`config.mk`:
```
export PLATFORM = sky130hd
export DESIGN_NAME = acc_dma_flat
export DESIGN_NICKNAME = d
export VERILOG_FILES = /design/src/rtl/acc_dma_if.sv /design/src/rtl/acc_dma.sv /design/src/flat_wrapper.sv
export SDC_FILE = /design/constraint.sdc
export NUM_CORES = 1
export LEC_CHECK = 0
export CORE_ASPECT_RATIO = 0.7
export CORE_MARGIN = 5
export CORE_UTILIZATION = 58
export CTS_CLUSTER_DIAMETER = 30
export DETAILED_ROUTE_END_ITERATION = 10
export GPL_TIMING_DRIVEN = 0
export PLACE_DENSITY = 0.89
export SYNTH_ARGS = -nofsm -noshare
export SYNTH_HDL_FRONTEND = slang
export SYNTH_SLANG_ARGS = --single-unit
```
`constraint.sdc`:
```
create_clock -name clk -period 6.1 [get_ports clk]
set_clock_uncertainty 0.05 [all_clocks]
set_input_delay 0.915 -clock clk [delete_from_list [all_inputs] [get_ports clk]]
set_output_delay 0.915 -clock clk [all_outputs]
set_load 0.03 [all_outputs]
```
`src/rtl/acc_dma_if.sv`:
```
// acc_dma_if: 32-bit valid/ready memory-bus bundle.
//   valid/addr/wdata/wstrb : request from the initiator (wstrb == 0 means read)
//   ready/rdata            : acknowledge and read data from the target
// The master modport is the initiating side, the slave modport the responding side.
interface acc_dma_if;
  logic        valid;
  logic [31:0] addr;
  logic [31:0] wdata;
  logic [3:0]  wstrb;
  logic        ready;
  logic [31:0] rdata;

  modport master (output valid, addr, wdata, wstrb, input  ready, rdata);
  modport slave  (input  valid, addr, wdata, wstrb, output ready, rdata);
endinterface

```
`src/rtl/acc_dma.sv`:
```
// acc_dma: bus-master sequencer for the matmul accelerator.
//   clk, resetn : clock, synchronous active-low reset
//   s_bus       : CPU register window (SRC +0, DST +4, CTRL/STATUS +8 at ADDR_CTRL)
//   m_bus       : master port to RAM and the accelerator windows
//   busy        : job in progress (also STATUS bit0)
// A job copies NLD input words SRC -> accelerator write window, then moves NRS result
// words to DST, optionally adding lane-wise into the existing DST contents.
module acc_dma #(
  parameter logic [31:0] ADDR_CTRL      = 32'h0160_0000,
  parameter logic [31:0] ACC_ADDR_WRITE = 32'h0110_0000,
  parameter logic [31:0] ACC_ADDR_READ  = 32'h0130_0000,
  parameter int unsigned R              = 8,
  parameter int unsigned S              = 8,
  parameter int unsigned INPUT_WIDTH    = 8,
  parameter int unsigned RESULT_WIDTH   = 16
) (
  input  logic      clk,
  input  logic      resetn,
  acc_dma_if.slave  s_bus,
  acc_dma_if.master m_bus,
  output logic      busy
);
  localparam int unsigned NLD   = (R + R * S) * INPUT_WIDTH / 32;
  localparam int unsigned NRS   = S * RESULT_WIDTH / 32;
  localparam int unsigned LANES = 32 / RESULT_WIDTH;
  localparam int unsigned IW    = $clog2((NLD > NRS ? NLD : NRS) + 1);
  localparam logic [IW-1:0] LAST_LD = IW'(NLD - 1);
  localparam logic [IW-1:0] LAST_RS = IW'(NRS - 1);

  typedef enum logic [2:0] {IDLE, LD_RD, LD_WR, RS_RD, DS_RD, DS_WR} state_e;

  state_e        state_q, state_d;
  logic [IW-1:0] idx_q, idx_d;
  logic [31:0]   src_q, src_d, dst_q, dst_d;
  logic          acc_q, acc_d, done_q, done_d;
  logic [31:0]   buf_q, buf_d, res_q, res_d;
  logic          mem_ready_q, mem_ready_d;
  logic [31:0]   mem_rdata_q, mem_rdata_d;
  logic          m_valid_q, m_valid_d;
  logic [31:0]   m_addr_q, m_addr_d, m_wdata_q, m_wdata_d;
  logic [3:0]    m_wstrb_q, m_wstrb_d;

  logic          ack, start, s_accept, s_hit;
  logic [31:0]   s_off, beat_off;

  assign ack      = m_valid_q & m_bus.ready;
  assign beat_off = {{(30 - IW){1'b0}}, idx_q, 2'b00};

  assign s_bus.ready = mem_ready_q;
  assign s_bus.rdata = mem_rdata_q;
  assign m_bus.valid = m_valid_q;
  assign m_bus.addr  = m_addr_q;
  assign m_bus.wdata = m_wdata_q;
  assign m_bus.wstrb = m_wstrb_q;

  function automatic logic [31:0] lane_add(input logic [31:0] a, input logic [31:0] b);
    logic [31:0] s;
    s = '0;
    for (int unsigned l = 0; l < LANES; l++)
      s[l*RESULT_WIDTH +: RESULT_WIDTH] = a[l*RESULT_WIDTH +: RESULT_WIDTH] + b[l*RESULT_WIDTH +: RESULT_WIDTH];
    return s;
  endfunction

  always_ff @(posedge clk) begin
    if (!resetn) begin
      state_q     <= IDLE;
      idx_q       <= '0;
      src_q       <= '0;
      dst_q       <= '0;
      acc_q       <= 1'b0;
      done_q      <= 1'b0;
      buf_q       <= '0;
      res_q       <= '0;
      mem_ready_q <= 1'b0;
      mem_rdata_q <= '0;
      m_valid_q   <= 1'b0;
      m_addr_q    <= '0;
      m_wdata_q   <= '0;
      m_wstrb_q   <= '0;
    end else begin
      state_q     <= state_d;
      idx_q       <= idx_d;
      src_q       <= src_d;
      dst_q       <= dst_d;
      acc_q       <= acc_d;
      done_q      <= done_d;
      buf_q       <= buf_d;
      res_q       <= res_d;
      mem_ready_q <= mem_ready_d;
      mem_rdata_q <= mem_rdata_d;
      m_valid_q   <= m_valid_d;
      m_addr_q    <= m_addr_d;
      m_wdata_q   <= m_wdata_d;
      m_wstrb_q   <= m_wstrb_d;
    end
  end

  // Register window; the unsigned offset compare rejects addresses below the base too.
  always_comb begin
    s_off       = s_bus.addr - ADDR_CTRL;
    s_hit       = (s_off < 32'd12);
    s_accept    = s_bus.valid & ~mem_ready_q & s_hit;
    start       = 1'b0;
    src_d       = src_q;
    dst_d       = dst_q;
    acc_d       = acc_q;
    mem_ready_d = s_accept;
    mem_rdata_d = mem_rdata_q;
    if (s_accept) begin
      if (s_bus.wstrb == 4'h0) begin
        case (s_off[3:2])
          2'd0:    mem_rdata_d = src_q;
          2'd1:    mem_rdata_d = dst_q;
          2'd2:    mem_rdata_d = {29'b0, acc_q, done_q, state_q != IDLE};
          default: mem_rdata_d = '0;
        endcase
      end else if (state_q == IDLE) begin
        case (s_off[3:2])
          2'd0: begin
            for (int unsigned b = 0; b < 4; b++)
              if (s_bus.wstrb[b]) src_d[8*b +: 8] = s_bus.wdata[8*b +: 8];
            src_d[1:0] = 2'b00;
          end
          2'd1: begin
            for (int unsigned b = 0; b < 4; b++)
              if (s_bus.wstrb[b]) dst_d[8*b +: 8] = s_bus.wdata[8*b +: 8];
            dst_d[1:0] = 2'b00;
          end
          2'd2: begin
            if (s_bus.wstrb[0]) begin
              acc_d = s_bus.wdata[1];
              start = s_bus.wdata[0];
            end
          end
          default: ;
        endcase
      end
    end
  end

  always_comb begin
    state_d = state_q;
    idx_d   = idx_q;
    case (state_q)
      IDLE:  if (start) begin state_d = LD_RD; idx_d = '0; end
      LD_RD: if (ack) state_d = LD_WR;
      LD_WR: if (ack) begin
        if (idx_q == LAST_LD) begin state_d = RS_RD; idx_d = '0; end
        else begin state_d = LD_RD; idx_d = idx_q + 1'b1; end
      end
      RS_RD: if (ack) state_d = acc_q ? DS_RD : DS_WR;
      DS_RD: if (ack) state_d = DS_WR;
      DS_WR: if (ack) begin
        if (idx_q == LAST_RS) state_d = IDLE;
        else begin state_d = RS_RD; idx_d = idx_q + 1'b1; end
      end
      default: state_d = IDLE;
    endcase
  end

  // A beat is launched only from a cycle where m_valid is low, so the cycle right
  // after every ack is idle and the next request follows one cycle later.
  always_comb begin
    busy      = (state_q != IDLE);
    m_valid_d = m_valid_q;
    m_addr_d  = m_addr_q;
    m_wdata_d = m_wdata_q;
    m_wstrb_d = m_wstrb_q;
    buf_d     = buf_q;
    res_d     = res_q;
    done_d    = done_q;
    if (start) done_d = 1'b0;
    if (ack) begin
      m_valid_d = 1'b0;
      case (state_q)
        LD_RD, DS_RD: buf_d = m_bus.rdata;
        RS_RD:        res_d = m_bus.rdata;
        DS_WR:        if (idx_q == LAST_RS) done_d = 1'b1;
        default: ;
      endcase
    end else if (!m_valid_q && state_q != IDLE) begin
      m_valid_d = 1'b1;
      case (state_q)
        LD_RD: begin m_addr_d = src_q + beat_off;          m_wstrb_d = 4'h0; end
        LD_WR: begin m_addr_d = ACC_ADDR_WRITE + beat_off; m_wstrb_d = 4'hF; m_wdata_d = buf_q; end
        RS_RD: begin m_addr_d = ACC_ADDR_READ + beat_off;  m_wstrb_d = 4'h0; end
        DS_RD: begin m_addr_d = dst_q + beat_off;          m_wstrb_d = 4'h0; end
        DS_WR: begin
          m_addr_d  = dst_q + beat_off;
          m_wstrb_d = 4'hF;
          m_wdata_d = acc_q ? lane_add(res_q, buf_q) : res_q;
        end
        default: m_valid_d = 1'b0;
      endcase
    end
  end
endmodule

```
`src/flat_wrapper.sv`:
```
// flat-port wrapper written by rule: the top's interface ports become plain ports
module acc_dma_flat 
#(
  parameter logic [31:0] ADDR_CTRL      = 32'h0160_0000,
  parameter logic [31:0] ACC_ADDR_WRITE = 32'h0110_0000,
  parameter logic [31:0] ACC_ADDR_READ  = 32'h0130_0000,
  parameter int unsigned R              = 8,
  parameter int unsigned S              = 8,
  parameter int unsigned INPUT_WIDTH    = 8,
  parameter int unsigned RESULT_WIDTH   = 16
)
  (clk, resetn, busy, s_bus_valid, s_bus_addr, s_bus_wdata, s_bus_wstrb, s_bus_ready, s_bus_rdata, m_bus_valid, m_bus_addr, m_bus_wdata, m_bus_wstrb, m_bus_ready, m_bus_rdata);
  acc_dma_if s_bus_i ();
  acc_dma_if m_bus_i ();
  input  logic clk;
  input  logic resetn;
  output logic busy;
  input wire logic [$bits(s_bus_i.valid)-1:0] s_bus_valid;
  input wire logic [$bits(s_bus_i.addr)-1:0] s_bus_addr;
  input wire logic [$bits(s_bus_i.wdata)-1:0] s_bus_wdata;
  input wire logic [$bits(s_bus_i.wstrb)-1:0] s_bus_wstrb;
  output wire logic [$bits(s_bus_i.ready)-1:0] s_bus_ready;
  output wire logic [$bits(s_bus_i.rdata)-1:0] s_bus_rdata;
  output wire logic [$bits(m_bus_i.valid)-1:0] m_bus_valid;
  output wire logic [$bits(m_bus_i.addr)-1:0] m_bus_addr;
  output wire logic [$bits(m_bus_i.wdata)-1:0] m_bus_wdata;
  output wire logic [$bits(m_bus_i.wstrb)-1:0] m_bus_wstrb;
  input wire logic [$bits(m_bus_i.ready)-1:0] m_bus_ready;
  input wire logic [$bits(m_bus_i.rdata)-1:0] m_bus_rdata;
  assign s_bus_i.valid = s_bus_valid;
  assign s_bus_i.addr = s_bus_addr;
  assign s_bus_i.wdata = s_bus_wdata;
  assign s_bus_i.wstrb = s_bus_wstrb;
  assign s_bus_ready = s_bus_i.ready;
  assign s_bus_rdata = s_bus_i.rdata;
  assign m_bus_valid = m_bus_i.valid;
  assign m_bus_addr = m_bus_i.addr;
  assign m_bus_wdata = m_bus_i.wdata;
  assign m_bus_wstrb = m_bus_i.wstrb;
  assign m_bus_i.ready = m_bus_ready;
  assign m_bus_i.rdata = m_bus_rdata;
  acc_dma #(.ADDR_CTRL(ADDR_CTRL), .ACC_ADDR_WRITE(ACC_ADDR_WRITE), .ACC_ADDR_READ(ACC_ADDR_READ), .R(R), .S(S), .INPUT_WIDTH(INPUT_WIDTH), .RESULT_WIDTH(RESULT_WIDTH)) u_core (.clk(clk), .resetn(resetn), .s_bus(s_bus_i), .m_bus(m_bus_i), .busy(busy));
endmodule
```
# Word level (Yosys, flattened, before mapping)
# Cells that the tools add are included.
[word_totals]
register_bits = 236
input_bits = 104
out_inout_bits = 103
elab_cells = 116
[classes]
addsub = 8
magnitude_cmp = 1
n_eq_ne = 16
mux = 31
bitwise = 7
n_reduce_logical = 33
[ops]
columns = ["op", "n"]
rows = [
  ["$pmux W32 S4", 1],
  ["$pmux W32 S3", 1],
  ["$add A32 B7 Y32", 2],
  ["$pmux W32 S2", 1],
  ["$add A25 B7 Y26 const A", 2],
  ["$reduce_and A5 Y1", 10],
  ["$add A16 B16 Y16", 2],
  ["$lt A32 B4 Y1 const B", 1],
  ["$mux W32", 1],
  ["$sub A32 B25 Y32 const B", 1],
  ["$mux W5", 5],
  ["$mux W3", 6],
  ["$pmux W3 S6", 1],
  ["$pmux W5 S3", 1],
  ["$ne A2 B1 Y1 const B", 6],
  ["$mux W1", 11],
  ["$reduce_and A3 Y1", 3],
  ["$pmux W4 S2", 1],
  ["$reduce_or A2 Y1", 4],
  ["$eq A3 B2 Y1 const B", 2],
  ["$eq A3 B3 Y1 const B", 2],
  ["$reduce_and A2 Y1", 3],
  ["$reduce_and A6 Y1", 1],
  ["$reduce_bool A3 Y1", 2],
  ["other kinds (19)", 26],
]

# Longest topological paths before layout
# Gate-level depths: netlist (run 1).
[depth]
word_depth = 10
depth_mapped = 16
ltp_nobuf = 12

# Least setup slack after synthesis (run 1)
# No wires, ideal clock.
[synth_path]
path_type = "flip-flop to flip-flop"
from = "register u_core.state_q[2]"
to = "register u_core.m_addr_q[16], in the netlist u_core.m_bus.addr[16]"
setup_ns = 0.117
t_arrival_ns = 3.012
required_ns = 5.933
path_slack_ns = 2.921
stages_incl_launch_ff = 17
path_buffers = 4
period_less_slack_ns = 3.179
cell_sequence = "dfxtp_1 buf_4 nand2b_4 buf_6 clkbuf_1 clkbuf_1 nand2_1 nand2_1 ha_1 fa_1 a21o_1 a21o_1 a21oi_1 nor2_1 nand2_1 o22ai_1 a32o_1"
[synth_via]
elab_chain_len = 4
elab_cells_between_ends = 11
classes_between = "eq/ne (5); mux (1); reduce/logical (5)"
[synth_lines]
columns = ["item", "line", "text"]
rows = [
  ["start: declaration", "acc_dma.sv:32", "state_e state_q, state_d;"],
  ["start signal: assignment", "acc_dma.sv:81", "state_q <= state_d;"],
  ["$eq A3 B3 Y1", "acc_dma.sv:183", "case (state_q)"],
  ["$reduce_or A2 Y1 (no line)", "n/a", ""],
  ["$reduce_bool A4 Y1 (no line)", "n/a", ""],
  ["$reduce_and A3 Y1 (no line)", "n/a", ""],
  ["end signal: assignment", "acc_dma.sv:92", "m_addr_q <= m_addr_d;"],
  ["end: declaration", "acc_dma.sv:40", "logic [31:0] m_addr_q, m_addr_d, m_wdata_q, m_wdata_d;"],
]
# Parallel ways exist; a longest one is shown, timed or not.
# A chain may end at the register's enable or synchronous reset.

# Worst setup path after layout (run 1)
[layout_path]
from = "register u_core.state_q[2]"
to = "register u_core.m_addr_q[31], in the netlist u_core.m_bus.addr[31]"
# Same word-level chain as after synthesis.

==> flow_summary.yaml, run 1 <==
status:
  status: "finished, final reports clean"
detailed_routing:
  wl_mm: 45.48
  drc: 0
  ant_nets: 0
  drt_iter0_drc: 2313
  firstDrtPassIters: 9
  vias: 13410
  vias_per_cell: 6.372
  detail_route.wl_per_cell_um: 21.61
power_and_ir_drop:
  p_leak_nw: 5.778
  p_per_area_nw_per_um2: 245.4
  peakVddDrop_v: 0.0001848
sta:
  fin_crit_ns: 4.813
  tightest_slew_ns: 1.419
  min_period_over_period: 0.7890
  final_max_slew_viol_count: 0
  maxSlewHeadroom: 0.04662
  finalSetupTns_ns: 0
  fmax_ghz: 0.2078
  finalHoldViolations: 0
  setup_viol: 0
  rsz0062_at_grt: "false"
clocking:
  htreeDepth: 2
  cts-root-buf: "clkbuf_16"
  path_clk_slew_ns: 0.06
  clock_latency_ns: 0.52
  ctsResizeCount: 0
  clk_path_buf_depth: 3
  post_cts_buffers: 0
  cts_hold_buf: 0
  cts_buffers: 39
  cts_sinks: 231
  cts_tree: "built"
floorplan:
  start_util: 0.5892
  row_count: 44
  die_y_um: 131.3
  die_area_um2: 24080
  ios: 207
  core_um2: 20700
  floorplan.die.width_um: 183.3
cells_and_area:
  layout.nets: 1945
  drive_gt1_frac: 0.06182
  num-fill-cells: 1489
  n_antenna_cell: 0
  seqCellArea_um2: 4624
  multiInputGateArea_um2: 7047
  design_area_um2: 15870
  areaGrowthSynthToFinish_pct: 30.11
  fin_util: 0.7666
global_route:
  grt_max_degree: 14
  grt_pass1_vias: 12660
  met3_usage: 0.1025
  use_met1: 0.5099
  grt_overflow: 0
  met2_usage: 0.5109
  grt-busiest-layer: "met2"
  grt_usage: 0.3564
  grt_pass1_wl_mm: 69.55
  antenna_found_initial: 0
placed_design:
  dpl_cell_area_um2: 14540
  place.gp.congestion: 0.9862
  port_buffers: 199
  hpwl_mm: 32.26
synth:
  synth_cell_types: 77
  avgSynthCellArea_um2: 7.823
  yosysSeqAreaShare: 0.3792
  synth_warnings: 0
  synth-edff-count: 0
  ys_dominant_reg_cell: "dfxtp_1"
  syn_inst: 1559
  syn_area_um2: 12200
  ys_async_sr_fraction: 0
  ys_ff_latch: 231
min_path:
  hold_start: "u_core.m_bus.wdata[16]"
  min_path_type: "reg -> reg"
critical_path:
  crit_required_ns: 6.45
  cp-startpoint: "u_core.state_q[2]"
  worstPathArrival_ns: 5.16
  cp.buffers_inverters: 4
  crit_type: "reg -> reg"
  crit_family: "buffers and inverters"
  end_kind: "flip-flop"
  slowest_stage: "o21ai_0"
  ff2ff_setup_slack_ns: 1.29
  crit_chain: "buf_4 > nand2b_4 > buf_6 > clkbuf_1 > clkbuf_1 > nand2_1 > nand2_1 > ha_1 > a21o_1 > a21oi_1 > o21ai_0 > nor2b_1 > nand4_1 > xnor2_1 > o21ai_0"
  critical_path.startpoint_type: "flip-flop"
  cp_max_fo: 10
  slowest_delay_ns: 1.00
  rr_startpoint: "u_core.state_q[2]"
flow_run:
  cap_violations: 0
[synthesized netlist by cell type, types with 4 or more instances]
library cell | n | area [um^2]
nand2_1 | 305 | 1145
dfxtp_1 | 231 | 4624
a21oi_1 | 193 | 965.9
nor2_1 | 135 | 506.7
mux2i_1 | 89 | 890.9
clkbuf_1 | 82 | 307.8
nand3_1 | 69 | 345.3
nor3_1 | 56 | 280.3
o21ai_0 | 54 | 270.3
ha_1 | 38 | 475.5
xnor2_1 | 26 | 227.7
inv_1 | 15 | 56.30
a211oi_1 | 14 | 105.1
nor2b_1 | 14 | 87.58
xor2_1 | 14 | 122.6
and3_1 | 12 | 75.07
nand2b_1 | 11 | 68.82
nor4_1 | 11 | 68.82
nand4_1 | 10 | 62.56
o211ai_1 | 10 | 75.07
a21o_1 | 9 | 67.56
buf_2 | 9 | 45.04
and2_1 | 7 | 43.79
buf_4 | 7 | 52.55
o21a_1 | 7 | 52.55
o22ai_1 | 7 | 43.79
or3_1 | 7 | 43.79
a311oi_1 | 6 | 52.55
a32o_1 | 6 | 60.06
nor3b_1 | 6 | 45.04
buf_6 | 5 | 56.30
nand3b_1 | 5 | 37.54
o311ai_0 | 5 | 43.79
a31oi_1 | 4 | 25.02
mux2_2 | 4 | 45.04
nand2_2 | 4 | 25.02
o221ai_1 | 4 | 35.03
[layout make-up]
| type | count | area share |
|---|---|---|
| multi-input combinational | 1208 | 0.4441 |
| sequential | 231 | 0.2914 |
| timing repair buffer | 199 | 0.1255 |
| clock buffer | 51 | 0.07143 |
| buffer | 105 | 0.02957 |
| tap | 276 | 0.02176 |
| clock inverter | 18 | 0.01246 |
| inverter | 16 | 0.003785 |
[final timing paths]
check | endpoint | depth (start not counted)
max | u_core.m_bus.addr[31] | 15
min | u_core.m_bus.wdata[16] | 2
max reg2reg | u_core.m_bus.addr[31] | 15
min reg2reg | u_core.m_bus.wdata[16] | 2
[worst min-delay path: stages (launching register included)]
cell and delay (ns):
dfxtp_1 0.30, nand2_1 0.05, a21oi_1 0.05
[sequential cells by signal, indices dropped and copies added (netlist names)]
| register | cells |
|---|---|
| u_core.buf_q | 32 |
| u_core.m_bus.wdata | 32 |
| u_core.res_q | 32 |
| u_core.s_bus.rdata | 32 |
| u_core.dst_q | 30 |
| u_core.m_bus.addr | 30 |
| u_core.src_q | 30 |
| u_core.idx_q | 5 |
| u_core.state_q | 3 |
| u_core.acc_q | 1 |
| u_core.done_q | 1 |
| u_core.m_bus.valid | 1 |
| u_core.m_bus.wstrb | 1 |
| u_core.s_bus.ready | 1 |
[through the flow]
step                      setup WS (ns)  cells  power, W  hold WS [ns]
final                             1.287   2104  0.003894        0.4001
after global routing              1.290   2104  0.003964        0.4280
after detailed placement          1.673   2035  0.001691        0.3956
after CTS                         1.614   2104  0.003874        0.4020
after floorplan                   2.921   1560  0.001588        0.3980
after global placement            1.726   2035  0.001690        0.3897
[cell usage in the layout (no fill, tap or decap), drive strengths merged, types with 14 or more instances in the layout]
master         Yosys  final
dfxtp            231    231
mux2i             92     92
nand2            309    309
nor2             135    135
nor3              58     58
xor2              14     14
o21ai             57     57
clkbuf            82    133
ha                38     38
nor2b             14     14
a211oi            16     16
xnor2             26     26
a21oi            195    195
nand3             69     69
buf               23     23
inv               16     19
clkdlybuf4s50      0    199
[cells by family after synthesis]
group,share of synthesized area
xor+xnor,0.02872
fa+ha+maj,0.04391
other cells,0.0003075
mux,0.08084
compound gates,0.1755
buf+inv,0.04339
flops,0.3792
simple gates,0.2482
[where the power goes]
group | total [W] | internal, W | leakage [nW] | switching (W)
sequential | 0.00151 | 0.00151 | 1.86 | 0.000000000000121
combinational | 0.000157 | 0.0000702 | 3.27 | 0.0000872
clock | 0.00223 | 0.00144 | 0.653 | 0.000787
total | 0.00389 | 0.00302 | 5.78 | 0.000874
[per-layer routing]
layer	up-vias	part of all wire	routed length, um
met2	1071	0.41	18650
met3	170	0.15	6984
met4	0	0.037	1666
li1	5966	-	-
met1	6199	0.40	18170
met5	-	0	0
No activity file was read; power rests on OpenSTA's default activity.
==> run 2, diff against run 1 <==
- CORE_UTILIZATION: 58 -> 49
- PLACE_DENSITY: 0.89 -> 0.81
- clock period: 6.1 -> 3.9 ns (I/O delays scaled with it)
==> flow_summary.yaml, run 2 (synthesis gave the netlist of run 1 again) <==
critical_path:
  cp.depth: 15
  slowest_stage: "a21oi_2"
  critical_path.startpoint_type: "flip-flop"
  cp_max_fo: 19
  crit_chain: "buf_4 > nand2b_4 > buf_6 > clkbuf_2 > nand2_1 > nand2_1 > ha_1 > fa_1 > a21o_1 > a21o_1 > a21oi_2 > nor2_1 > nand2_1 > o22ai_1 > a32o_1"
  cp.buffers_inverters: 3
  end_kind: "flip-flop"
  crit_family: "compound AO/OA/AOI/OAI gates"
  slowest_delay_ns: 0.43
  crit_required_ns: 4.27
  worstPathArrival_ns: 4.02
  cp_common_cell: "nand2_1"
  crit_type: "reg -> reg"
  rr_worst_depth: 15
global_route:
  antenna_found_initial: 3
  grt_pass1_wl_mm: 68.88
  grt_usage: 0.3074
  grt_pass1_vias: 12390
  grt_overflow: 0
  grt_max_degree: 20
clocking:
  cts_buffers: 42
  ctsResizeCount: 3
  cts_sinks: 231
  path_clk_slew_ns: 0.05
  cts_tree: "built"
  clk_path_buf_depth: 3
  cts_hold_buf: 0
  htreeDepth: 2
  post_cts_buffers: 0
  clock_latency_ns: 0.53
  cts-root-buf: "clkbuf_16"
cells_and_area:
  seqCellArea_um2: 4624
  layout_commonest_cell: "nand2_1"
  num-fill-cells: 2094
  final_cell_mix: "nand2_1 (305), dfxtp_1 (231), clkdlybuf4s50_1 (199), a21oi_1 (192), nor2_1 (135)"
  multiInputGateArea_um2: 7051
  areaGrowthSynthToFinish_pct: 31.85
  n_antenna_cell: 0
  design_area_um2: 16080
  drive_gt1_frac: 0.06866
  layout.nets: 1946
  fin_util: 0.6547
sta:
  final_max_slew_viol_count: 0
  maxSlewHeadroom: 0.1674
  whs_ns: 0.4013
  tightest_slew_ns: 1.239
  fmax_ghz: 0.2739
  finalSetupTns_ns: 0
  setup_viol: 0
  rsz0062_at_grt: "false"
  min_period_over_period: 0.9360
  finalHoldViolations: 0
  fin_crit_ns: 3.650
detailed_routing:
  ant_nets: 0
  drc: 0
  wl_mm: 45.39
  detail_route.wl_per_cell_um: 21.01
  vias: 13040
  drt_iter0_drc: 1636
  firstDrtPassIters: 6
  vias_per_cell: 6.035
min_path:
  holdPathStages: 2
  min_path_type: "reg -> reg"
floorplan:
  core_um2: 24560
  row_count: 48
  start_util: 0.4965
  ios: 207
  floorplan.die.width_um: 198.6
  die_area_um2: 28200
  die_y_um: 142
placed_design:
  place.gp.congestion: 0.9427
  dpl_cell_area_um2: 14600
  port_buffers: 199
  hpwl_mm: 33.16
flow_run:
  cap_violations: 0
power_and_ir_drop:
  p_leak_nw: 5.843
  p_per_area_nw_per_um2: 398.3
  peakVddDrop_v: 0.0003156
status:
  status: "finished, final reports clean"
[run 2: cell types whose count changed in the layout (fill, tap and decap cells not counted), sizes merged]
cell | before | now
bufinv | 3 | 5
clkinv | 9 | 11
inv | 19 | 21
clkbuf | 133 | 131
clkinvlp | 3 | 6
[run 2: path summary, 6_finish.rpt]
path	startpoint	end	slack (ns)
max reg2reg	u_core.state_q[2]	u_core.m_bus.addr[16]	0.25
min reg2reg	u_core.m_bus.wdata[16]	u_core.m_bus.wdata[16]	0.40
max	u_core.state_q[2]	u_core.m_bus.addr[16]	0.25
min	u_core.m_bus.wdata[16]	u_core.m_bus.wdata[16]	0.40
[run 2: where the power goes]
group	total, W	switching (W)	internal (W)	leakage [nW]
registers	0.00236	0.000000000000185	0.00236	1.86
clock network	0.00380	0.00132	0.00248	0.717
logic	0.000245	0.000135	0.000110	3.27
total	0.00640	0.00145	0.00495	5.84
[run 2: cell type report]
type | count | share of cell area
well taps | 325 | 0.02529
clock inverters | 27 | 0.01992
repair buffers | 199 | 0.1239
multi-input cells | 1208 | 0.4384
plain buffers | 103 | 0.02879
flip-flops and latches | 231 | 0.2876
clock buffers | 51 | 0.07243
inverters | 16 | 0.003735
[run 2: through the flow]
stage / setup WS (ns) / total power, W / cells
3_3_place_gp: -0.5036 / 0.002646 / 2084
6_report: 0.2495 / 0.006405 / 2160
5_1_grt: 0.1343 / 0.006551 / 2160
2_1_floorplan: 0.7210 / 0.002484 / 1560
4_1_cts: 0.1075 / 0.006403 / 2161
3_5_place_dp: -0.5607 / 0.002648 / 2084
[run 2: worst register-to-register path: cells and delay by family, from the launching register on]
family	cells	cell delay (ns)
compound gates	5	1.18
flops	1	0.30
fa+ha+maj	2	0.62
simple gates	5	0.77
buf+inv	3	0.62
[run 2: per-layer routing]
metal  wire length [um]  global-route usage  vias up
met2              18520              0.4425      868
met1              19300              0.4330     6038
met3               6174              0.1074      146
met4               1359             0.09964        6
met5                 34                   0        -
li1                   -                   -     5977
==> run 3, diff against run 2 <==
- CORE_MARGIN: 5 -> 2
==> flow_summary.yaml, run 3 (synthesis gave the netlist of run 1 again) <==
status:
  status: "finished, final reports clean"
critical_path:
  critical_path.startpoint_type: "flip-flop"
  crit_type: "reg -> reg"
  crit_required_ns: 4.27
  cp_max_fo: 19
  end_kind: "flip-flop"
  worstPathArrival_ns: 3.91
floorplan:
  core_um2: 24560
  floorplan.die.width_um: 192.6
  ios: 207
  die_y_um: 136
  die_area_um2: 26190
  row_count: 48
  start_util: 0.4965
detailed_routing:
  detail_route.wl_per_cell_um: 20.47
  vias_per_cell: 6.019
  drt_iter0_drc: 1808
  ant_nets: 0
  wl_mm: 44.20
  drc: 0
  vias: 13000
  firstDrtPassIters: 6
clocking:
  cts_hold_buf: 0
  cts_buffers: 42
  path_clk_slew_ns: 0.06
  cts_sinks: 231
  htreeDepth: 2
  clock_latency_ns: 0.53
  clk_path_buf_depth: 3
  cts-root-buf: "clkbuf_16"
  cts_tree: "built"
sta:
  rsz0062_at_grt: "false"
  setup_viol: 0
  maxSlewHeadroom: 0.1555
  finalHoldViolations: 0
  finalSetupTns_ns: 0
  whs_ns: 0.4029
  tightest_slew_ns: 1.257
  fmax_ghz: 0.2830
  min_period_over_period: 0.9060
  final_max_slew_viol_count: 0
  fin_crit_ns: 3.533
cells_and_area:
  fin_util: 0.6543
  n_antenna_cell: 0
  layout_commonest_cell: "nand2_1"
  final_cell_mix: "nand2_1 (305), dfxtp_1 (231), clkdlybuf4s50_1 (199), a21oi_1 (192), nor2_1 (135)"
  drive_gt1_frac: 0.06816
  layout.nets: 1946
  areaGrowthSynthToFinish_pct: 31.78
  design_area_um2: 16070
global_route:
  use_met1: 0.4738
  met3_usage: 0.08467
  grt_max_degree: 13
  antenna_found_initial: 2
  met2_usage: 0.4748
  grt_pass1_wl_mm: 66.87
  grt_usage: 0.3302
  grt-busiest-layer: "met2"
  grt_overflow: 0
  grt_pass1_vias: 12020
placed_design:
  place.gp.congestion: 0.9809
  hpwl_mm: 32.22
  dpl_cell_area_um2: 14600
  port_buffers: 199
min_path:
  min_path_type: "reg -> reg"
power_and_ir_drop:
  peakVddDrop_v: 0.0002665
  p_leak_nw: 5.832
  p_per_area_nw_per_um2: 397.1
flow_run:
  cap_violations: 0
-- run 3: through the flow --
step | power (W) | instances | setup WS (ns)
after floorplan | 0.002484 | 1560 | 0.7210
after global placement | 0.002646 | 2084 | -0.5212
after detailed placement | 0.002649 | 2084 | -0.5750
after CTS | 0.006376 | 2161 | 0.02675
after global routing | 0.006517 | 2159 | 0.2336
final | 0.006383 | 2159 | 0.3667
-- run 3: final cells by class --
| class | count | area [um^2] |
|---|---|---|
| Fill cell | 2047 | 8491 |
| Sequential cell | 231 | 4624 |
| Clock inverter | 30 | 365.4 |
| Buffer | 103 | 462.9 |
| Timing Repair Buffer | 199 | 1992 |
| Clock buffer | 47 | 1100 |
| Tap cell | 325 | 406.6 |
| Inverter | 16 | 60.06 |
| Multi-Input combinational cell | 1208 | 7062 |
-- run 3: path summary, 6_finish.rpt --
path	start	to	slack, ns	cells after the start
setup / recovery	u_core.state_q[2]	u_core.m_bus.addr[16]	0.37	15
setup reg to reg	u_core.state_q[2]	u_core.m_bus.addr[16]	0.37	15
hold / removal	u_core.m_bus.wdata[19]	u_core.m_bus.wdata[19]	0.40	2
hold reg to reg	u_core.m_bus.wdata[19]	u_core.m_bus.wdata[19]	0.40	2
-- run 3: power breakdown --
group          internal [W]  total [W]      switching (W)
sequential          0.00236    0.00236  0.000000000000191
combinational      0.000110   0.000245           0.000135
clock               0.00245    0.00377            0.00132
total               0.00492    0.00638            0.00146
-- run 3: repair_timing --
| action | CTS | global route |
|---|---|---|
| endpoints found under the setup margin | 24 | 14 |
| endpoints found under the hold margin | 0 | 0 |
| resized for setup | 5 | 0 |
| buffers inserted | 0 | 0 |
-- run 3: routing by layer --
metal	wire (um)	up-vias
met5	26	-
met4	1274	4
met3	5353	126
met2	18190	833
met1	19350	6059
li1	-	5974
-- run 3: critical path, stage by stage (launching register included) --
cell	delay (ns)
dfxtp_1	0.30
buf_4	0.15
nand2b_4	0.05
buf_6	0.19
clkbuf_2	0.28
nand2_1	0.13
nand2_1	0.08
ha_1	0.21
fa_1	0.40
a21o_1	0.21
a21o_1	0.23
a21oi_4	0.33
nor2_1	0.25
nand2_1	0.20
o22ai_1	0.10
a32o_1	0.25
